--- src/rtl/fu_sequencer.sv ---
// rtl/fu_sequencer.sv - FunctionalUnit initiator: single FU ops and 16-cycle shift-add multiply
//
// Purpose: accepts macro-op requests over valid/ready, drives the external
// combinational FU through registered fu_a/fu_b/fu_opcode, and returns a
// registered response held until rsp_ready_i.
//
// Ports:
//   clk_i, rst_n_i                       clock (rising edge), async active-low reset
//   req_valid_i/req_ready_o              request handshake; ready only in IDLE
//   req_op_i, req_x_i, req_y_i           0,op[3:0] = single FU op; 10000 = MULU; 10001 = MULS
//   fu_a_o, fu_b_o, fu_opcode_o          FU operands and opcode
//   fu_result_i, fu_status_i             FU result and flags {V,C,Z,N}
//   rsp_valid_o/rsp_ready_i              response handshake
//   rsp_data_o, rsp_aux_o                result (or product low) and product high
//   rsp_status_o, rsp_err_o              {V,C,Z,N} and illegal-op flag
//
// Configuration: FU_SEQ_SIGNED_MUL_EN enables MULS (magnitude multiply plus a
// FIX cycle that negates the product when the operand signs differ).
module fu_sequencer #(
    parameter int              DATA_W      = 16,
    parameter int              OP_W        = 5,
    parameter logic [3:0]      IDLE_OPCODE = 4'b0000
) (
    input  logic              clk_i,
    input  logic              rst_n_i,
    input  logic              req_valid_i,
    output logic              req_ready_o,
    input  logic [OP_W-1:0]   req_op_i,
    input  logic [DATA_W-1:0] req_x_i,
    input  logic [DATA_W-1:0] req_y_i,
    output logic [DATA_W-1:0] fu_a_o,
    output logic [DATA_W-1:0] fu_b_o,
    output logic [3:0]        fu_opcode_o,
    input  logic [DATA_W-1:0] fu_result_i,
    input  logic [3:0]        fu_status_i,
    output logic              rsp_valid_o,
    input  logic              rsp_ready_i,
    output logic [DATA_W-1:0] rsp_data_o,
    output logic [DATA_W-1:0] rsp_aux_o,
    output logic [3:0]        rsp_status_o,
    output logic              rsp_err_o
);

    localparam logic [OP_W-1:0]   OP_MULU = 5'b10000;
    localparam logic [3:0]        FU_ADD  = 4'b0100;
    localparam logic [DATA_W-1:0] ZERO    = '0;

    typedef enum logic [2:0] {
        S_IDLE,
        S_EXEC,
        S_MUL,
`ifdef FU_SEQ_SIGNED_MUL_EN
        S_FIX,
`endif
        S_RESP
    } state_t;

    state_t              state_q;
    logic [DATA_W-1:0]   x_q, acc_q, mplr_q;
    logic [3:0]          cnt_q;
    logic [DATA_W-1:0]   fu_a_q, fu_b_q;
    logic [3:0]          fu_op_q;
    logic                rsp_valid_q, rsp_err_q;
    logic [DATA_W-1:0]   rsp_data_q, rsp_aux_q;
    logic [3:0]          rsp_status_q;

    // One shift-add step: {C, sum, mplr} >> 1.
    logic [DATA_W-1:0]   acc_d, mplr_d;
    logic [2*DATA_W-1:0] prod_d;
    assign acc_d  = {fu_status_i[2], fu_result_i[DATA_W-1:1]};
    assign mplr_d = {fu_result_i[0], mplr_q[DATA_W-1:1]};
    assign prod_d = {acc_d, mplr_d};

    logic is_single, is_mulu, is_muls;
    logic [DATA_W-1:0] mx_d, my_d;
    assign is_single = ~req_op_i[OP_W-1];
    assign is_mulu   = (req_op_i == OP_MULU);

`ifdef FU_SEQ_SIGNED_MUL_EN
    localparam logic [OP_W-1:0]     OP_MULS = 5'b10001;
    localparam logic [2*DATA_W-1:0] ONE2    = 1;
    logic                sign_q, muls_q;
    logic [2*DATA_W-1:0] fix_d;
    assign is_muls = (req_op_i == OP_MULS);
    // 0x8000 has no positive 16-bit twin; its negation wraps back to 0x8000,
    // which is the correct unsigned magnitude.
    assign mx_d = (is_muls && req_x_i[DATA_W-1]) ? ZERO - req_x_i : req_x_i;
    assign my_d = (is_muls && req_y_i[DATA_W-1]) ? ZERO - req_y_i : req_y_i;
    assign fix_d = sign_q ? (~{acc_q, mplr_q}) + ONE2 : {acc_q, mplr_q};
`else
    assign is_muls = 1'b0;
    assign mx_d    = req_x_i;
    assign my_d    = req_y_i;
`endif

    always_ff @(posedge clk_i or negedge rst_n_i) begin
        if (!rst_n_i) begin
            state_q      <= S_IDLE;
            x_q          <= '0;
            acc_q        <= '0;
            mplr_q       <= '0;
            cnt_q        <= '0;
            fu_a_q       <= '0;
            fu_b_q       <= '0;
            fu_op_q      <= IDLE_OPCODE;
            rsp_valid_q  <= 1'b0;
            rsp_err_q    <= 1'b0;
            rsp_data_q   <= '0;
            rsp_aux_q    <= '0;
            rsp_status_q <= '0;
`ifdef FU_SEQ_SIGNED_MUL_EN
            sign_q       <= 1'b0;
            muls_q       <= 1'b0;
`endif
        end else begin
            case (state_q)
                S_IDLE: begin
                    if (req_valid_i) begin
                        if (is_single) begin
                            fu_a_q  <= req_x_i;
                            fu_b_q  <= req_y_i;
                            fu_op_q <= req_op_i[3:0];
                            state_q <= S_EXEC;
                        end else if (is_mulu || is_muls) begin
                            x_q     <= mx_d;
                            mplr_q  <= my_d;
                            acc_q   <= '0;
                            cnt_q   <= '0;
                            fu_a_q  <= '0;
                            fu_b_q  <= my_d[0] ? mx_d : ZERO;
                            fu_op_q <= FU_ADD;
`ifdef FU_SEQ_SIGNED_MUL_EN
                            muls_q  <= is_muls;
                            sign_q  <= is_muls & (req_x_i[DATA_W-1] ^ req_y_i[DATA_W-1]);
`endif
                            state_q <= S_MUL;
                        end else begin
                            rsp_valid_q  <= 1'b1;
                            rsp_err_q    <= 1'b1;
                            rsp_data_q   <= '0;
                            rsp_aux_q    <= '0;
                            rsp_status_q <= '0;
                            state_q      <= S_RESP;
                        end
                    end
                end
                S_EXEC: begin
                    rsp_valid_q  <= 1'b1;
                    rsp_err_q    <= 1'b0;
                    rsp_data_q   <= fu_result_i;
                    rsp_aux_q    <= '0;
                    rsp_status_q <= fu_status_i;
                    fu_a_q       <= '0;
                    fu_b_q       <= '0;
                    fu_op_q      <= IDLE_OPCODE;
                    state_q      <= S_RESP;
                end
                S_MUL: begin
                    acc_q  <= acc_d;
                    mplr_q <= mplr_d;
                    cnt_q  <= cnt_q + 4'd1;
                    fu_a_q <= acc_d;
                    fu_b_q <= mplr_d[0] ? x_q : ZERO;
                    if (cnt_q == 4'd15) begin
                        fu_a_q  <= '0;
                        fu_b_q  <= '0;
                        fu_op_q <= IDLE_OPCODE;
`ifdef FU_SEQ_SIGNED_MUL_EN
                        if (muls_q) begin
                            state_q <= S_FIX;
                        end else
`endif
                        begin
                            rsp_valid_q  <= 1'b1;
                            rsp_err_q    <= 1'b0;
                            rsp_aux_q    <= prod_d[2*DATA_W-1:DATA_W];
                            rsp_data_q   <= prod_d[DATA_W-1:0];
                            rsp_status_q <= {2'b00, prod_d == '0, prod_d[2*DATA_W-1]};
                            state_q      <= S_RESP;
                        end
                    end
                end
`ifdef FU_SEQ_SIGNED_MUL_EN
                S_FIX: begin
                    rsp_valid_q  <= 1'b1;
                    rsp_err_q    <= 1'b0;
                    rsp_aux_q    <= fix_d[2*DATA_W-1:DATA_W];
                    rsp_data_q   <= fix_d[DATA_W-1:0];
                    rsp_status_q <= {2'b00, fix_d == '0, fix_d[2*DATA_W-1]};
                    state_q      <= S_RESP;
                end
`endif
                S_RESP: begin
                    if (rsp_ready_i) begin
                        rsp_valid_q <= 1'b0;
                        state_q     <= S_IDLE;
                    end
                end
                default: state_q <= S_IDLE;
            endcase
        end
    end

    assign req_ready_o  = (state_q == S_IDLE);
    assign fu_a_o       = fu_a_q;
    assign fu_b_o       = fu_b_q;
    assign fu_opcode_o  = fu_op_q;
    assign rsp_valid_o  = rsp_valid_q;
    assign rsp_data_o   = rsp_data_q;
    assign rsp_aux_o    = rsp_aux_q;
    assign rsp_status_o = rsp_status_q;
    assign rsp_err_o    = rsp_err_q;

endmodule

--- config.mk ---
export PLATFORM = sky130hd
export DESIGN_NAME = fu_sequencer
export DESIGN_NICKNAME = d
export VERILOG_FILES = /design/src/rtl/fu_sequencer.sv
export SDC_FILE = /design/constraint.sdc
export NUM_CORES = 1
export LEC_CHECK = 0
export BUFFER_PORTS_ARGS = -buffer_cell sky130_fd_sc_hd__buf_2
export CAP_MARGIN = 20
export CORE_ASPECT_RATIO = 1.1
export CORE_MARGIN = 2
export CORE_UTILIZATION = 30
export CTS_CLUSTER_DIAMETER = 120
export CTS_CLUSTER_SIZE = 8
export DETAILED_ROUTE_END_ITERATION = 10
export PLACE_DENSITY = 0.59
export SLEW_MARGIN = 20
export SYNTH_ARGS = -nofsm -noshare
export SYNTH_HDL_FRONTEND = slang
export SYNTH_SLANG_ARGS = --single-unit
export TNS_END_PERCENT = 5
--- constraint.sdc ---
create_clock -name clk_i -period 1.8 [get_ports clk_i]
set_input_delay 0.36 -clock clk_i [delete_from_list [all_inputs] [get_ports clk_i]]
set_output_delay 0.36 -clock clk_i [all_outputs]
set_load 0.005 [all_outputs]
==> metrics, run 1 <==
outcome finished, final reports clean; Iteration-0 DRC Markers 415; Final Cell Area 7140 um2; Pint 7710 uW; floorplan row count 52; Antenna diodes 0; number of enable-type register cells in the synthesized netlist 0; Die Span X 134 um; via count of the first global-routing pass 4777; Synth cell types 45; number of standard cells after synthesis 468; first-pass GRT wire length 27.2 mm; part of the total power dissipated in the clock network 0.157; number of search-and-repair iterations in the first detailed-routing pass 6; nature of the critical path endpoint flop; via count of the routed design 4629; unrepaired setup endpoints after global routing no; area post-placement 6800 um2; DRC 0; number of antenna violations at the first check in global routing 0; Vias per Instance 5.40; Overall Global Routing Usage 0.178; Vert. Die Dim 147 um; post-synthesis average cell area 12.0 um2; worst endpoint required time 2.04 ns; wirelength, routed 17.6 mm; top achievable clock speed 577 MHz; share of synthesized area occupied by flip-flops and latches 0.495; number of buffers on the longest clock path 2; CTS tree done; Max-Cap Viols 0; area overhead of the layout relative to synthesis 27.3%; #FFs+latches synth 111; final global-route overflow total 0; slew at the pin closest to its max-slew limit 0.649 ns; category of the worst setup path launch point flop; clock latency reported for the late side of the worst-skew pair 0.36 ns; Synth Warn # 0; number of H-tree branching levels 3; worst max-slew margin expressed relative to the limit 0.568; category of the most critical setup path reg2reg; mean routed wirelength per cell 20.5 um; Layout fillers 1799; Static Leak 0.00350 uW; final hold slack 0.0403 ns; share of flip-flops with an asynchronous set or reset 1.00; number of sinks driven by the clock tree 111; total power per unit cell area 1750 nW/um2; placer congestion estimate 0.816; worst setup skew after layout 0.00638 ns; Pins Over Slew Limit 0; critical path data arrival time 1.98 ns; top fanout value on the critical path 9; starting density of the core 0.306; share of the clock period used by the worst path after layout 0.963; final-report setup violation count 0; Final Hold Fails 0; net switching power 4760 uW; final critical delay including setup and external delays 1.73 ns; floorplan core area 18300 um2; most instantiated flip-flop cell in the synthesis netlist sky130_fd_sc_hd__dfrtp_1; register share of total power 0.331; cell chosen for the clock root sky130_fd_sc_hd__clkbuf_16; Setup TNS 0 ns; source of the critical timing path state_q[0]; clock buffers created by TritonCTS 9; worst hold-check path type in2async; Die Area 19800 um2; Port-buffer cells 135; final-stage net count 677; Gate power share 0.512; maximum number of pins on one net before global-route repair 112; maximum ir drop on the vdd rail 0.000740 V; ANT nets after route 0; hold-fix buffer count after cts 0; # IOs 136; Mapped Area 5610 um2; HPWL after detailed placement 12.9 mm; fraction of power spent switching nets 0.382; Clock Pin Slew Worst Setup and Hold Paths 0.07 ns; fraction of layout cells with a size suffix above 1 0.478; launch instance of the worst register-to-register path state_q[0]; total nets after synthesis 535
-- layout by cell type, fill, tap and decap left out, drive strengths merged, types with 7 or more instances in the layout --
cell type and instances:
o221a 15, nand2 12, inv 15, a222oi 16, dfrtp 111, clkbuf 12, a22oi 16, nor2 21
a22o 18, a21bo 15, nand2b 20, buf 174, o21ai 23, o31ai 15, nor4 7, nand4 18
mux2 68
-- per-stage QoR --
stage	instances	total power, uW	worst slack (ns)	utilization
after detailed placement	841	10500	-0.127	0.371
after floorplan	468	8060	-0.00212	-
after global placement	841	10200	-0.110	0.371
after CTS	857	12500	0.0181	0.387
after global routing	858	13300	0.00426	0.389
final	858	12500	0.0665	0.389
-- power groups by stage --
stage,Sequential (uW),Clock [uW],Combinational (uW)
5_1_grt,4230,2110,6970
3_3_place_gp,4090,0,6150
4_1_cts,4090,2010,6370
6_report,4120,1960,6390
2_1_floorplan,4000,0,4060
3_5_place_dp,4130,0,6360
-- cells by family after synthesis --
logic type / share of synthesized area
flip-flops: 0.495
buffers and inverters: 0.0490
multiplexers: 0.156
AO/OA/AOI/OAI: 0.192
adder cells (fa/ha/maj): 0.0134
AND/OR/NAND/NOR: 0.0945
-- synth_stat cells (2+ instances only) --
| master | count | share of area |
|---|---|---|
| sky130_fd_sc_hd__o21ai_0 | 22 | 0.020 |
| sky130_fd_sc_hd__o31ai_1 | 15 | 0.020 |
| sky130_fd_sc_hd__nor2_1 | 20 | 0.013 |
| sky130_fd_sc_hd__a21oi_2 | 2 | 0.0031 |
| sky130_fd_sc_hd__nor4_1 | 6 | 0.0067 |
| sky130_fd_sc_hd__a21bo_2 | 15 | 0.027 |
| sky130_fd_sc_hd__and3_1 | 4 | 0.0045 |
| sky130_fd_sc_hd__ha_1 | 6 | 0.013 |
| sky130_fd_sc_hd__a22oi_1 | 16 | 0.021 |
| sky130_fd_sc_hd__buf_6 | 5 | 0.010 |
| sky130_fd_sc_hd__mux2i_1 | 6 | 0.011 |
| sky130_fd_sc_hd__o2bb2ai_1 | 2 | 0.0031 |
| sky130_fd_sc_hd__clkbuf_1 | 28 | 0.019 |
| sky130_fd_sc_hd__dfrtp_1 | 111 | 0.49 |
| sky130_fd_sc_hd__o221a_1 | 13 | 0.026 |
| sky130_fd_sc_hd__a22o_1 | 18 | 0.028 |
| sky130_fd_sc_hd__mux2_4 | 13 | 0.035 |
| sky130_fd_sc_hd__nand3_1 | 3 | 0.0027 |
| sky130_fd_sc_hd__nand2b_1 | 20 | 0.022 |
| sky130_fd_sc_hd__buf_2 | 7 | 0.0062 |
| sky130_fd_sc_hd__inv_1 | 14 | 0.0094 |
| sky130_fd_sc_hd__nand4_1 | 17 | 0.019 |
| sky130_fd_sc_hd__a222oi_1 | 16 | 0.029 |
| sky130_fd_sc_hd__nand2_1 | 11 | 0.0074 |
| sky130_fd_sc_hd__mux2_2 | 55 | 0.11 |
| sky130_fd_sc_hd__o221a_2 | 2 | 0.0040 |
| sky130_fd_sc_hd__a21oi_1 | 3 | 0.0027 |
-- critical path, stage by stage, from the launching register on --
cell and delay [ns]:
sky130_fd_sc_hd__dfrtp_1 0.40, sky130_fd_sc_hd__buf_4 0.15, sky130_fd_sc_hd__ha_1 0.25, sky130_fd_sc_hd__a21oi_4 0.18, sky130_fd_sc_hd__nand2_2 0.10, sky130_fd_sc_hd__buf_4 0.17
sky130_fd_sc_hd__buf_4 0.16, sky130_fd_sc_hd__a21bo_2 0.21
-- final cells by class --
type,instances,area (um2),share of cell area
Timing Repair Buffer,174,1070,0.150
Clock inverter,4,28.8,0.00403
Clock buffer,12,256,0.0359
Multi-Input combinational cell,300,2650,0.370
Tap cell,243,304,0.0426
Inverter,14,55.1,0.00771
Sequential cell,111,2780,0.389
-- sequential cells by signal, indices dropped and copies added (netlist names), 4 cells and up --
| register | flops |
|---|---|
| fu_b_o | 16 |
| cnt_q | 4 |
| mplr_q | 15 |
| rsp_aux_o | 16 |
| fu_a_o | 16 |
| x_q | 16 |
| fu_opcode_o | 4 |
| rsp_status_o | 4 |
| rsp_data_o | 16 |
-- path summary, 6_finish.rpt --
kind	to	slack (ns)	depth (start not counted)
min in group clk_i	fu_opcode_o[0]	0.28	3
hold / removal	fu_a_o[1]	0.04	2
setup / recovery	rsp_aux_o[14]	0.07	7
max in group asynchronous	state_q[1]	1.21	2
hold reg to reg	rsp_aux_o[3]	0.48	1
setup reg to reg	rsp_aux_o[14]	0.07	7
-- per-layer routing --
layer | wire length [um] | up-vias | GRT usage
met5 | 0 | - | 0
met4 | 429 | 0 | 0.0716
met3 | 1020 | 24 | 0.0353
met2 | 8160 | 173 | 0.278
met1 | 7960 | 2362 | 0.243
li1 | - | 2070 | -
-- repair_timing --
action                     CTS  global route
setup endpoints to repair   25            55
buffers inserted             0             2
gates resized for setup      3            10
pin swaps                    0             3
No activity file was read; power rests on OpenSTA's default activity.
==> inputs of run 2 (changes only) <==
--- a/config.mk
+++ b/config.mk
@@ -10,6 +10,7 @@
 export CORE_ASPECT_RATIO = 1.1
 export CORE_MARGIN = 2
 export CORE_UTILIZATION = 30
+export CTS_BUF_LIST = sky130_fd_sc_hd__clkbuf_8
 export CTS_CLUSTER_DIAMETER = 120
 export CTS_CLUSTER_SIZE = 8
 export DETAILED_ROUTE_END_ITERATION = 10
==> metrics, run 2 (synthesis results as in run 1) <==
via count of the first global-routing pass 4776 (was 4777); Max-Cap Viols 0 (unchanged); number of antenna violations at the first check in global routing 0 (unchanged); top fanout value on the critical path 16 (was 9); category of the worst setup path launch point flop (unchanged); maximum ir drop on the vdd rail 0.000739 V (was 0.000740 V); mean routed wirelength per cell 20.6 um (was 20.5 um); CTS tree done (unchanged); final-stage net count 676 (was 677); critical path's slowest cell sky130_fd_sc_hd__dfrtp_1 (unchanged); Vias per Instance 5.39 (was 5.40); Clock Pin Slew Worst Setup and Hold Paths 0.11 ns (was 0.07 ns); slew at the pin closest to its max-slew limit 0.660 ns (was 0.649 ns); Iteration-0 DRC Markers 347 (was 415); top achievable clock speed 579 MHz (was 577 MHz); final global-route overflow total 0 (unchanged); floorplan core area 18300 um2 (unchanged); wirelength, routed 17.6 mm (about the same); share of the clock period used by the worst path after layout 0.960 (was 0.963); Pins Over Slew Limit 0 (unchanged); clock buffers created by TritonCTS 9 (unchanged); unrepaired setup endpoints after global routing yes (was no); number of sinks driven by the clock tree 111 (unchanged); area overhead of the layout relative to synthesis 25.4% (was 27.3%); Antenna diodes 0 (unchanged); number of search-and-repair iterations in the first detailed-routing pass 6 (unchanged); family with the most delay on the worst path compound AO/OA/AOI/OAI gates (was buffers and inverters); total power per unit cell area 1700 nW/um2 (was 1750 nW/um2); worst setup skew after layout 0.0122 ns (was 0.00638 ns); first-pass GRT wire length 27.2 mm (about the same); clock latency reported for the late side of the worst-skew pair 0.39 ns (was 0.36 ns); area post-placement 6800 um2 (unchanged); worst hold-check path type in2async (unchanged); ordered cell list for the critical path inv_2, ha_4, and4_1, buf_12, a222oi_1, o31ai_1 (was buf_4, ha_1, a21oi_4, nand2_2, buf_4, buf_4, a21bo_2); cell chosen for the clock root sky130_fd_sc_hd__clkbuf_8 (was sky130_fd_sc_hd__clkbuf_16); Final Hold Fails 0 (unchanged); number of buffers on the longest clock path 2 (unchanged); Overall Global Routing Usage 0.179 (was 0.178); Vert. Die Dim 147 um (unchanged); hold-fix buffer count after cts 0 (unchanged); worst path buffer plus inverter count 2 (was 3); Die Area 19800 um2 (unchanged); most common cell after layout, fill and taps aside sky130_fd_sc_hd__buf_2 (unchanged); placer congestion estimate 0.816 (unchanged); via count of the routed design 4616 (was 4629); DRC 0 (unchanged); setup repair bufs after CTS 0 (unchanged); floorplan row count 52 (unchanged); delay of the slowest cell on the worst path 0.43 ns (was 0.40 ns); ANT nets after route 0 (unchanged); outcome finished, final reports clean (unchanged); nature of the critical path endpoint flop (unchanged); # IOs 136 (unchanged); starting density of the core 0.306 (unchanged); Die Span X 134 um (unchanged); Layout fillers 1806 (was 1799); commonest cells after routing, fill and taps aside sky130_fd_sc_hd__buf_2, sky130_fd_sc_hd__dfrtp_1, sky130_fd_sc_hd__mux2_2 (unchanged); Final Cell Area 7040 um2 (was 7140 um2); HPWL after detailed placement 12.9 mm (unchanged); final-report setup violation count 0 (unchanged); final critical delay including setup and external delays 1.73 ns (about the same); Port-buffer cells 135 (unchanged); final standard cell utilization of the core 0.384 (was 0.389); worst endpoint required time 2.07 ns (was 2.04 ns); critical path data arrival time 2.00 ns (was 1.98 ns); fraction of layout cells with a size suffix above 1 0.477 (was 0.478); maximum number of pins on one net before global-route repair 112 (unchanged); worst max-slew margin expressed relative to the limit 0.560 (was 0.568); Static Leak 0.00345 uW (was 0.00350 uW); category of the most critical setup path reg2reg (unchanged); number of H-tree branching levels 3 (unchanged)
[run 2: cell count changes in the layout (fill, tap and decap cells not counted), sizes merged]
cell,delta
clkbuf,-1
inv,+1
buf,-1
[run 2: metrics by stage]
step	cells	total power (uW)	setup TNS (ns)	worst slack, ns	hold slack, ns
2_1_floorplan	468	8060	-0.00212	-0.00212	0.0644
3_3_place_gp	841	10200	-3.88	-0.110	0.470
3_5_place_dp	841	10500	-5.97	-0.127	0.473
4_1_cts	857	12000	0	0.0117	0.0640
5_1_grt	857	12800	-0.0283	-0.0217	0.0362
6_report	857	11900	0	0.0719	0.00220
[run 2: layer usage]
layer,vias up,GRT usage,wire length (um),part of all wire
met2,190,0.281,8290,0.47
met5,-,0,0,0
li1,2061,-,-,-
met3,23,0.0364,1130,0.064
met4,0,0.0716,382,0.022
met1,2342,0.243,7830,0.44
[run 2: worst paths after layout]
| path | startpoint | endpoint | slack, ns | cells past startpoint |
|---|---|---|---|---|
| min reg2reg | rsp_aux_o[6] | rsp_aux_o[6] | 0.49 | 1 |
| min in group clk_i | req_op_i[0] | fu_opcode_o[0] | 0.25 | 3 |
| max in group asynchronous | rst_n_i | rsp_data_o[2] | 1.27 | 2 |
| max reg2reg | state_q[1] | fu_b_o[5] | 0.07 | 6 |
| max | state_q[1] | fu_b_o[5] | 0.07 | 6 |
| min | rst_n_i | fu_a_o[1] | 0.002 | 2 |
[run 2: timing repair]
item	4_1_cts	5_1_grt
pin swaps	0	2
gates resized for setup	3	8
setup endpoints to repair	25	54
endpoints found under the hold margin	0	0
[run 2: cell type report]
class	instances	area, um2	area share
clock buffer	11	151	0.0215
clock inverter	5	32.5	0.00462
inverter	14	52.6	0.00747
multi-input combinational	300	2640	0.375
sequential	111	2780	0.395
tap	243	304	0.0432
timing repair buffer	173	1080	0.153
[run 2: where the power goes]
group	internal, uW	switching, uW
Combinational	3250	3130
Clock	581	881
Sequential	3420	687
Total	7250	4700
